<file path="src/rtl/uart_pkg.sv">
// Shared UART constants: clock default, bit-period divisors, Baud_set codes and TX FSM encoding.
package uart_pkg;

  localparam int unsigned CLK_FREQ   = 50_000_000;
  localparam int unsigned DIV_4800   = CLK_FREQ / 4800;
  localparam int unsigned DIV_9600   = CLK_FREQ / 9600;
  localparam int unsigned DIV_115200 = CLK_FREQ / 115200;

  // Largest divisor minus one is 10415, so 14 bits covers every bit period.
  localparam int unsigned DIV_W = 14;

  localparam logic [2:0] BAUD_4800   = 3'd0;
  localparam logic [2:0] BAUD_9600   = 3'd1;
  localparam logic [2:0] BAUD_115200 = 3'd2;

  localparam int unsigned FRAME_BITS = 10;

  typedef logic [1:0] state_t;
  localparam state_t ST_IDLE  = 2'd0;
  localparam state_t ST_START = 2'd1;
  localparam state_t ST_DATA  = 2'd2;
  localparam state_t ST_STOP  = 2'd3;

endpackage

</file>
<file path="src/rtl/uart_send_baud_div_gen.sv">
// Bit-period counter: runs 0..div-1 while enabled and flags the last cycle of each period.
module baud_div_gen
  import uart_pkg::*;
(
  input  logic             clk_i,
  input  logic             rst_ni,
  input  logic             en_i,
  input  logic             load_i,
  input  logic [DIV_W-1:0] div_i,
  output logic             tick_o
);

  logic [DIV_W-1:0] div_q;
  logic [DIV_W-1:0] cnt_q, cnt_d;

  assign tick_o = en_i && (cnt_q == (div_q - 1'b1));

  always_comb begin
    cnt_d = cnt_q;
    if (load_i || !en_i || tick_o) begin
      cnt_d = '0;
    end else begin
      cnt_d = cnt_q + 1'b1;
    end
  end

  always_ff @(posedge clk_i) begin
    if (!rst_ni) begin
      div_q <= '0;
      cnt_q <= '0;
    end else begin
      cnt_q <= cnt_d;
      if (load_i) begin
        div_q <= div_i;
      end
    end
  end

endmodule

</file>
<file path="src/rtl/uart_send.sv">
// 8N1 UART transmitter: start bit, 8 data bits LSB first, stop bit; one byte per accepted send_go.
// Byte and divisor are latched at accept, so mid-frame input changes are ignored.
module uart_send #(
  parameter int unsigned CLK_FREQ   = uart_pkg::CLK_FREQ,
  parameter int unsigned DIV_4800   = CLK_FREQ / 4800,
  parameter int unsigned DIV_9600   = CLK_FREQ / 9600,
  parameter int unsigned DIV_115200 = CLK_FREQ / 115200
) (
  input  logic       sysclk,
  input  logic       rst,
  input  logic [2:0] Baud_set,
  input  logic [7:0] Data,
  input  logic       send_go,
  output logic       uart_tx,
  output logic       tx_busy,
  output logic       tx_done
);

  import uart_pkg::*;

  state_t           state_q, state_d;
  logic [7:0]       sh_q, sh_d;
  logic [2:0]       idx_q, idx_d;
  logic             tx_q, tx_d;
  logic             busy_q, busy_d;
  logic             done_q, done_d;
  logic [DIV_W-1:0] div_sel;
  logic             accept;
  logic             tick;

  always_comb begin
    case (Baud_set)
      BAUD_4800: div_sel = DIV_W'(DIV_4800);
      BAUD_9600: div_sel = DIV_W'(DIV_9600);
      default:   div_sel = DIV_W'(DIV_115200);
    endcase
  end

  assign accept = (state_q == ST_IDLE) && send_go && !busy_q;

  baud_div_gen u_baud_div_gen (
    .clk_i  (sysclk),
    .rst_ni (rst),
    .en_i   (state_q != ST_IDLE),
    .load_i (accept),
    .div_i  (div_sel),
    .tick_o (tick)
  );

  always_comb begin
    state_d = state_q;
    sh_d    = sh_q;
    idx_d   = idx_q;
    tx_d    = tx_q;
    busy_d  = busy_q;
    done_d  = 1'b0;
    case (state_q)
      ST_IDLE: begin
        if (accept) begin
          state_d = ST_START;
          sh_d    = Data;
          idx_d   = '0;
          tx_d    = 1'b0;
          busy_d  = 1'b1;
        end
      end
      ST_START: begin
        if (tick) begin
          state_d = ST_DATA;
          tx_d    = sh_q[0];
        end
      end
      ST_DATA: begin
        if (tick) begin
          if (idx_q == 3'd7) begin
            state_d = ST_STOP;
            tx_d    = 1'b1;
          end else begin
            idx_d = idx_q + 3'd1;
            sh_d  = sh_q >> 1;
            tx_d  = sh_q[1];
          end
        end
      end
      ST_STOP: begin
        if (tick) begin
          state_d = ST_IDLE;
          busy_d  = 1'b0;
          done_d  = 1'b1;
          tx_d    = 1'b1;
        end
      end
      default: begin
        state_d = ST_IDLE;
        busy_d  = 1'b0;
        tx_d    = 1'b1;
      end
    endcase
  end

  always_ff @(posedge sysclk) begin
    if (!rst) begin
      state_q <= ST_IDLE;
      sh_q    <= '0;
      idx_q   <= '0;
      tx_q    <= 1'b1;
      busy_q  <= 1'b0;
      done_q  <= 1'b0;
    end else begin
      state_q <= state_d;
      sh_q    <= sh_d;
      idx_q   <= idx_d;
      tx_q    <= tx_d;
      busy_q  <= busy_d;
      done_q  <= done_d;
    end
  end

  assign uart_tx = tx_q;
  assign tx_busy = busy_q;
  assign tx_done = done_q;

endmodule
</file>
<file path="config.mk">
export PLATFORM = sky130hd
export DESIGN_NAME = uart_send
export DESIGN_NICKNAME = d
export VERILOG_FILES = /design/src/rtl/uart_pkg.sv /design/src/rtl/uart_send_baud_div_gen.sv /design/src/rtl/uart_send.sv
export SDC_FILE = /design/constraint.sdc
export NUM_CORES = 1
export LEC_CHECK = 0
export ABC_AREA = 1
export CAP_MARGIN = 20
export CORE_MARGIN = 3
export CORE_UTILIZATION = 33
export CTS_CLUSTER_DIAMETER = 40
export DETAILED_ROUTE_END_ITERATION = 12
export PLACE_DENSITY = 0.55
export SYNTH_ARGS = -nofsm -noshare
export SYNTH_HDL_FRONTEND = slang
export SYNTH_SLANG_ARGS = --single-unit
</file>
<file path="constraint.sdc">
create_clock -name sysclk -period 2.5 [get_ports sysclk]
set_input_delay 0.5 -clock sysclk [delete_from_list [all_inputs] [get_ports sysclk]]
set_output_delay 0.5 -clock sysclk [all_outputs]
set_load 0.01 [all_outputs]
</file>
# After elaboration in Yosys (flattened, before gate mapping)
# Cells that the tools add are included.
# classes
n_addsub	3
n_eq_ne	12
n_mux	25
bitwise	1
reduce_logical	18
# ops
cell	count
one-hot mux 14 bit (2 select lines)	1
2-to-1 mux 8 bit	3
one-hot mux 8 bit (2 select lines)	1
adder 14 x 1 -> 14 bit (second input constant)	1
equality test 14 bit	1
subtractor 14 x 1 -> 14 bit (second input constant)	1
2-to-1 mux 2 bit	5
2-to-1 mux 3 bit	3
2-to-1 mux 1 bit	8
inequality test 2 x 1 -> 1 bit (second input constant)	4
one-hot mux 2 bit (4 select lines)	1
AND reduction 4 bit	2
one-hot mux 3 bit (2 select lines)	1
nonzero test 2 bit	3
AND reduction 5 bit	1
equality test 2 bit (second input constant)	2
inequality test 2 bit (second input constant)	2
one-hot mux 1 bit (4 select lines)	1
adder 3 x 1 -> 3 bit (second input constant)	1
equality test 3 x 1 -> 1 bit (second input constant)	1
equality test 3 bit (second input constant)	1
logical AND 1 bit	3
zero test 3 bit	1
AND reduction 3 bit	1
other kinds (8)	10
# totals
register_bits	44
out_inout_bits	3

# Logic depth before layout (Yosys ltp)
# depth
depth_word	6
mapped_depth	15

# Hierarchy
# Synthesis repeated with hierarchy kept, for this count alone.
# hier_totals
cells_unflattened	404
hier_area_um2	2668.8
# modules_own_cells
module	instances	cells_per_inst	area_per_inst_um2
baud_div_gen	1	248	1665.3
uart_send	1	156	1003.5

# Worst setup path after synthesis
# Ideal clock, no wire load.
# synth_path
path_type	register -> register
start	reg u_baud_div_gen.div_q[12]
end	reg state_q[1]
setup_ns	0.113
arrival_time_ns	1.714
required_time_ns	2.387
setup_slack_ns	0.673
stages_incl_launch_ff	14
synth_period_minus_slack_ns	1.827
cell_sequence	dfxtp_1 > inv_2 > ha_1 > inv_1 > nand2_1 > nand3_1 > nor2_1 > nand3_1 > nor2_1 > nand3_2 > o31ai_1 > nand3_1 > nand2_1 > nor2_1
# synth_via
elab_chain_cells	5
# synth_rtl
item	line_no	rtl
from (decl)	uart_send_baud_div_gen.sv:13	logic [DIV_W-1:0] div_q;
from (signal assigned)	uart_send_baud_div_gen.sv:34	div_q <= div_i;
subtractor 14 x 1 -> 14 bit *	uart_send_baud_div_gen.sv:16	assign tick_o = en_i && (cnt_q == (div_q - 1'b1));
equality test 14 bit *	uart_send_baud_div_gen.sv:16	
logical AND 1 bit *	uart_send_baud_div_gen.sv:16	
inequality test 2 x 1 -> 1 bit (no source line)	-	
AND reduction 5 bit (no source line) *	-	
to (signal assigned)	uart_send.sv:110	state_q <= state_d;
to (decl)	uart_send.sv:21	state_t state_q, state_d;
# Every way passes the cells marked *; elsewhere a longest branch is shown, timed or not.
# A chain may end at the register's enable or synchronous reset.

# Final worst setup path
# layout_path
start	reg u_baud_div_gen.div_q[8]
end	reg sh_q[6]
# layout_via
elab_chain_cells	5
# layout_rtl
item	line_no	rtl
subtractor 14 x 1 -> 14 bit	uart_send_baud_div_gen.sv:16	
equality test 14 bit	uart_send_baud_div_gen.sv:16	
logical AND 1 bit	uart_send_baud_div_gen.sv:16	
inequality test 2 x 1 -> 1 bit (no source line)	-	
AND reduction 4 bit (no source line)	-	
to (signal assigned)	uart_send.sv:104	sh_q <= '0;
to (signal assigned)	uart_send.sv:111	sh_q <= sh_d;
to (decl)	uart_send.sv:22	logic [7:0] sh_q, sh_d;
# Every way passes these cells.

==> out/results.ini <==
[synth]
synth_seq_cells=35
synth_cells=296
post-synth-top-area-cell=dfxtp_1
syn-num-nets=318
synth_edf_count=0
synth_common_cells=nand2_1, dfxtp_1, inv_1, nor2_1, a21oi_1
synth_top_area_share_pct=35.44
synth_area_leaders=dfxtp_1, nand2_1, inv_1
yosysUniqueCellTypes=34
ys.flop_type=dfxtp_1
synthArstFlopShare_pct=0
ys_seq_area_share_pct=35.44
synthMostInstantiatedCell=nand2_1
ys_warn_count=0
syn_avg_cell_area_um2=6.679
syn-cell-area_mm2=0.001977

[routing]
drt_iter0_drc=108
drt_pass1_iterations=4
wl_per_cell_um=10.99
vias=1853
ant_nets=0
via_per_inst=4.727
drc=0
wl_mm=4.310

[power_and_ir_drop]
power.density_mw_per_mm2=972.7
p_leak_nw=0.9509
peakVddDrop_v=0.0005450

[critical_path]
crit_end=sh_q[6]$_SDFFE_PN0P_
critPathKind=register to register
start_kind=register
critPathArrivalTime_ns=2.41
timing.rr.end=sh_q[6]$_SDFFE_PN0P_
slowest_delay_ns=0.44
r2r_cells=14
path_depth=14
reg2reg_slack_ns=0.32
crit_path_top_delay_cell=dfxtp_1
crit_path_end_kind=register
path_cells=inv_2, ha_1, inv_1, nand2_1, nand3_1, nor2_1, nand3_1, nor2_1, nand3_2, nand2_4, nand3_4, nand2_1, nand2_1, nor2_1
crit_required_ns=2.73
cp_num_buf_inv=2
critPathMaxFanout=12
r2r_start=u_baud_div_gen.div_q[8]$_SDFFE_PN0P_
crit_start=u_baud_div_gen.div_q[8]$_SDFFE_PN0P_
cp_top_family=simple AND/OR/NAND/NOR gates

[finish]
fillerInstances=594
fin_util_pct=41.34
multiInputGateArea_mm2=0.001101
nets=341
antenna_cells=0
drive_above_1_share_pct=8.125
design_area_mm2=0.002332
area_growth_pct=17.97
fin_cells=392
seq_area_um2=700.7

[clock_network]
cts_resized=0
h-tree-depth=2
numCtsBuffers=5
tritoncts=built
cts_hold_buf=0
cts-root-buf=clkbuf_8
post-cts-setup-buffer-count=0
clk_latency_ns=0.29
clk_pin_slew_ns=0.07
cts_buffer_depth=2
cts.sinks=35

[sta]
final.min_clock_period_ns=2.180
rsz0062_at_grt=false
final-setup-viol-count=0
fin_crit_sh_pct=87.22
final.setup.tns_ns=0
finClkSkew_ns=0.005477
max_freq_mhz=458.6
whs_ns=0.4483
finalHoldViolations=0
relSlewSlack_pct=49.80
final_max_slew_viol_count=0
worst_slew_pin_slew_ns=0.7466

[place]
port_buffers=16
hpwl_mm=3.252
placedInstanceArea_mm2=0.002220
gp_congestion=0.8048
post-place-cells=384

[die]
die_width_um=83.40
fp-row-count=27
initial_core_util_pct=35.04
dieArea_mm2=0.006956
chipHeight_um=83.40
num_io_pins=17
fp.coreArea_mm2=0.005642

[global_route]
grt.total_usage_pct=13.55
grt_pass1_vias=1669
grt_max_degree=18
grt_pass1_wl_mm=7.734
grt-ovfl-total=0
antenna_found_initial=0

[run]
maxCapViolations=0

[status]
outcome=finished clean

[hold_path]
hp-class=register to register

==> final cells by class <==
type                    count  share of cell area [%]
flip-flops and latches     35                   30.04
repair buffers             22                   8.798
well taps                  72                   3.863
inverters                  36                   5.794
clock buffers               8                   4.292
multi-input cells         219                   47.21
==> per-layer routing <==
metal  part of all wire [%]  track usage, %  vias to the layer above
met5                      0               0                        -
met4                    1.6           4.458                        0
met3                    3.0           3.274                        5
met2                     41           20.04                       27
met1                     54           19.19                      809
li1                       -               -                     1012
==> sequential cells by signal, summed over array words and instances, names as in the netlist <==
name                  count
sh_q                      8
tx_done                   1
tx_busy                   1
idx_q                     3
state_q                   2
u_baud_div_gen.cnt_q     14
u_baud_div_gen.div_q      5
uart_tx                   1
==> cells in the final DEF, fill, tap and decap left out, drive strengths merged <==
| cell type | count |
|---|---|
| nand3 | 20 |
| o31ai | 1 |
| clkdlybuf4s50 | 16 |
| nand2 | 99 |
| nand4 | 13 |
| dfxtp | 35 |
| nand3b | 1 |
| nor3 | 10 |
| clkinv | 2 |
| buf | 6 |
| a221oi | 1 |
| o21ai | 4 |
| a21oi | 21 |
| inv | 34 |
| a31oi | 2 |
| nor3b | 2 |
| a22oi | 1 |
| clkbuf | 8 |
| nor4 | 2 |
| ha | 8 |
| a41oi | 1 |
| a211oi | 1 |
| nor2 | 31 |
| xor2 | 1 |
==> worst min-delay path by stage <==
| stage | from | to | slack [ns] | cells past startpoint |
|---|---|---|---|---|
| 3_3_place_gp | uart_tx$_SDFFE_PN1P_ | uart_tx$_SDFFE_PN1P_ | 0.44 | 2 |
| 6_report | uart_tx$_SDFFE_PN1P_ | uart_tx$_SDFFE_PN1P_ | 0.45 | 2 |
| 5_1_grt | sh_q[1]$_SDFFE_PN0P_ | sh_q[1]$_SDFFE_PN0P_ | 0.48 | 2 |
| 3_5_place_dp | uart_tx$_SDFFE_PN1P_ | uart_tx$_SDFFE_PN1P_ | 0.44 | 2 |
| 2_1_floorplan | u_baud_div_gen.cnt_q[0]$_SDFF_PP0_ | u_baud_div_gen.cnt_q[0]$_SDFF_PP0_ | 0.43 | 1 |
| 4_1_cts | uart_tx$_SDFFE_PN1P_ | uart_tx$_SDFFE_PN1P_ | 0.45 | 2 |
==> power by group <==
group          total (mW)  leakage (nW)  switching, mW  internal, mW
Sequential          0.730         0.285         0.0708         0.659
Clock               0.447        0.0515          0.196         0.251
Combinational        1.09         0.614          0.679         0.413
Total                2.27         0.951          0.945          1.32
==> kinds of logic (layout without fill, tap and decap cells) <==
logic type	after synthesis	in the layout	synth area share, %
DFF	35	35	35.44
buffers and inverters	42	66	9.493
adders and majority gates	8	8	5.063
xor gates and xnor gates	1	1	0.4431
and+or+nand+nor	178	178	40.19
AOI/OAI and AO/OA	32	32	9.368
==> worst reg2reg max path, stage by stage (launching register included) <==
cell and delay [ns]:
dfxtp_1 0.44, inv_2 0.15, ha_1 0.32, inv_1 0.04, nand2_1 0.05, nand3_1 0.07, nor2_1 0.14, nand3_1 0.09
nor2_1 0.12, nand3_2 0.16, nand2_4 0.16, nand3_4 0.16, nand2_1 0.10, nand2_1 0.05, nor2_1 0.08
==> metrics by stage <==
| step | total power [mW] | setup slack [ns] |
|---|---|---|
| after floorplan | 1.584 | 0.6731 |
| after global placement | 1.828 | 0.2537 |
| after detailed placement | 1.819 | 0.1946 |
| after CTS | 2.276 | 0.1726 |
| after global routing | 2.504 | 0.06532 |
| final | 2.269 | 0.3195 |
No activity file was read; power rests on OpenSTA's default activity.
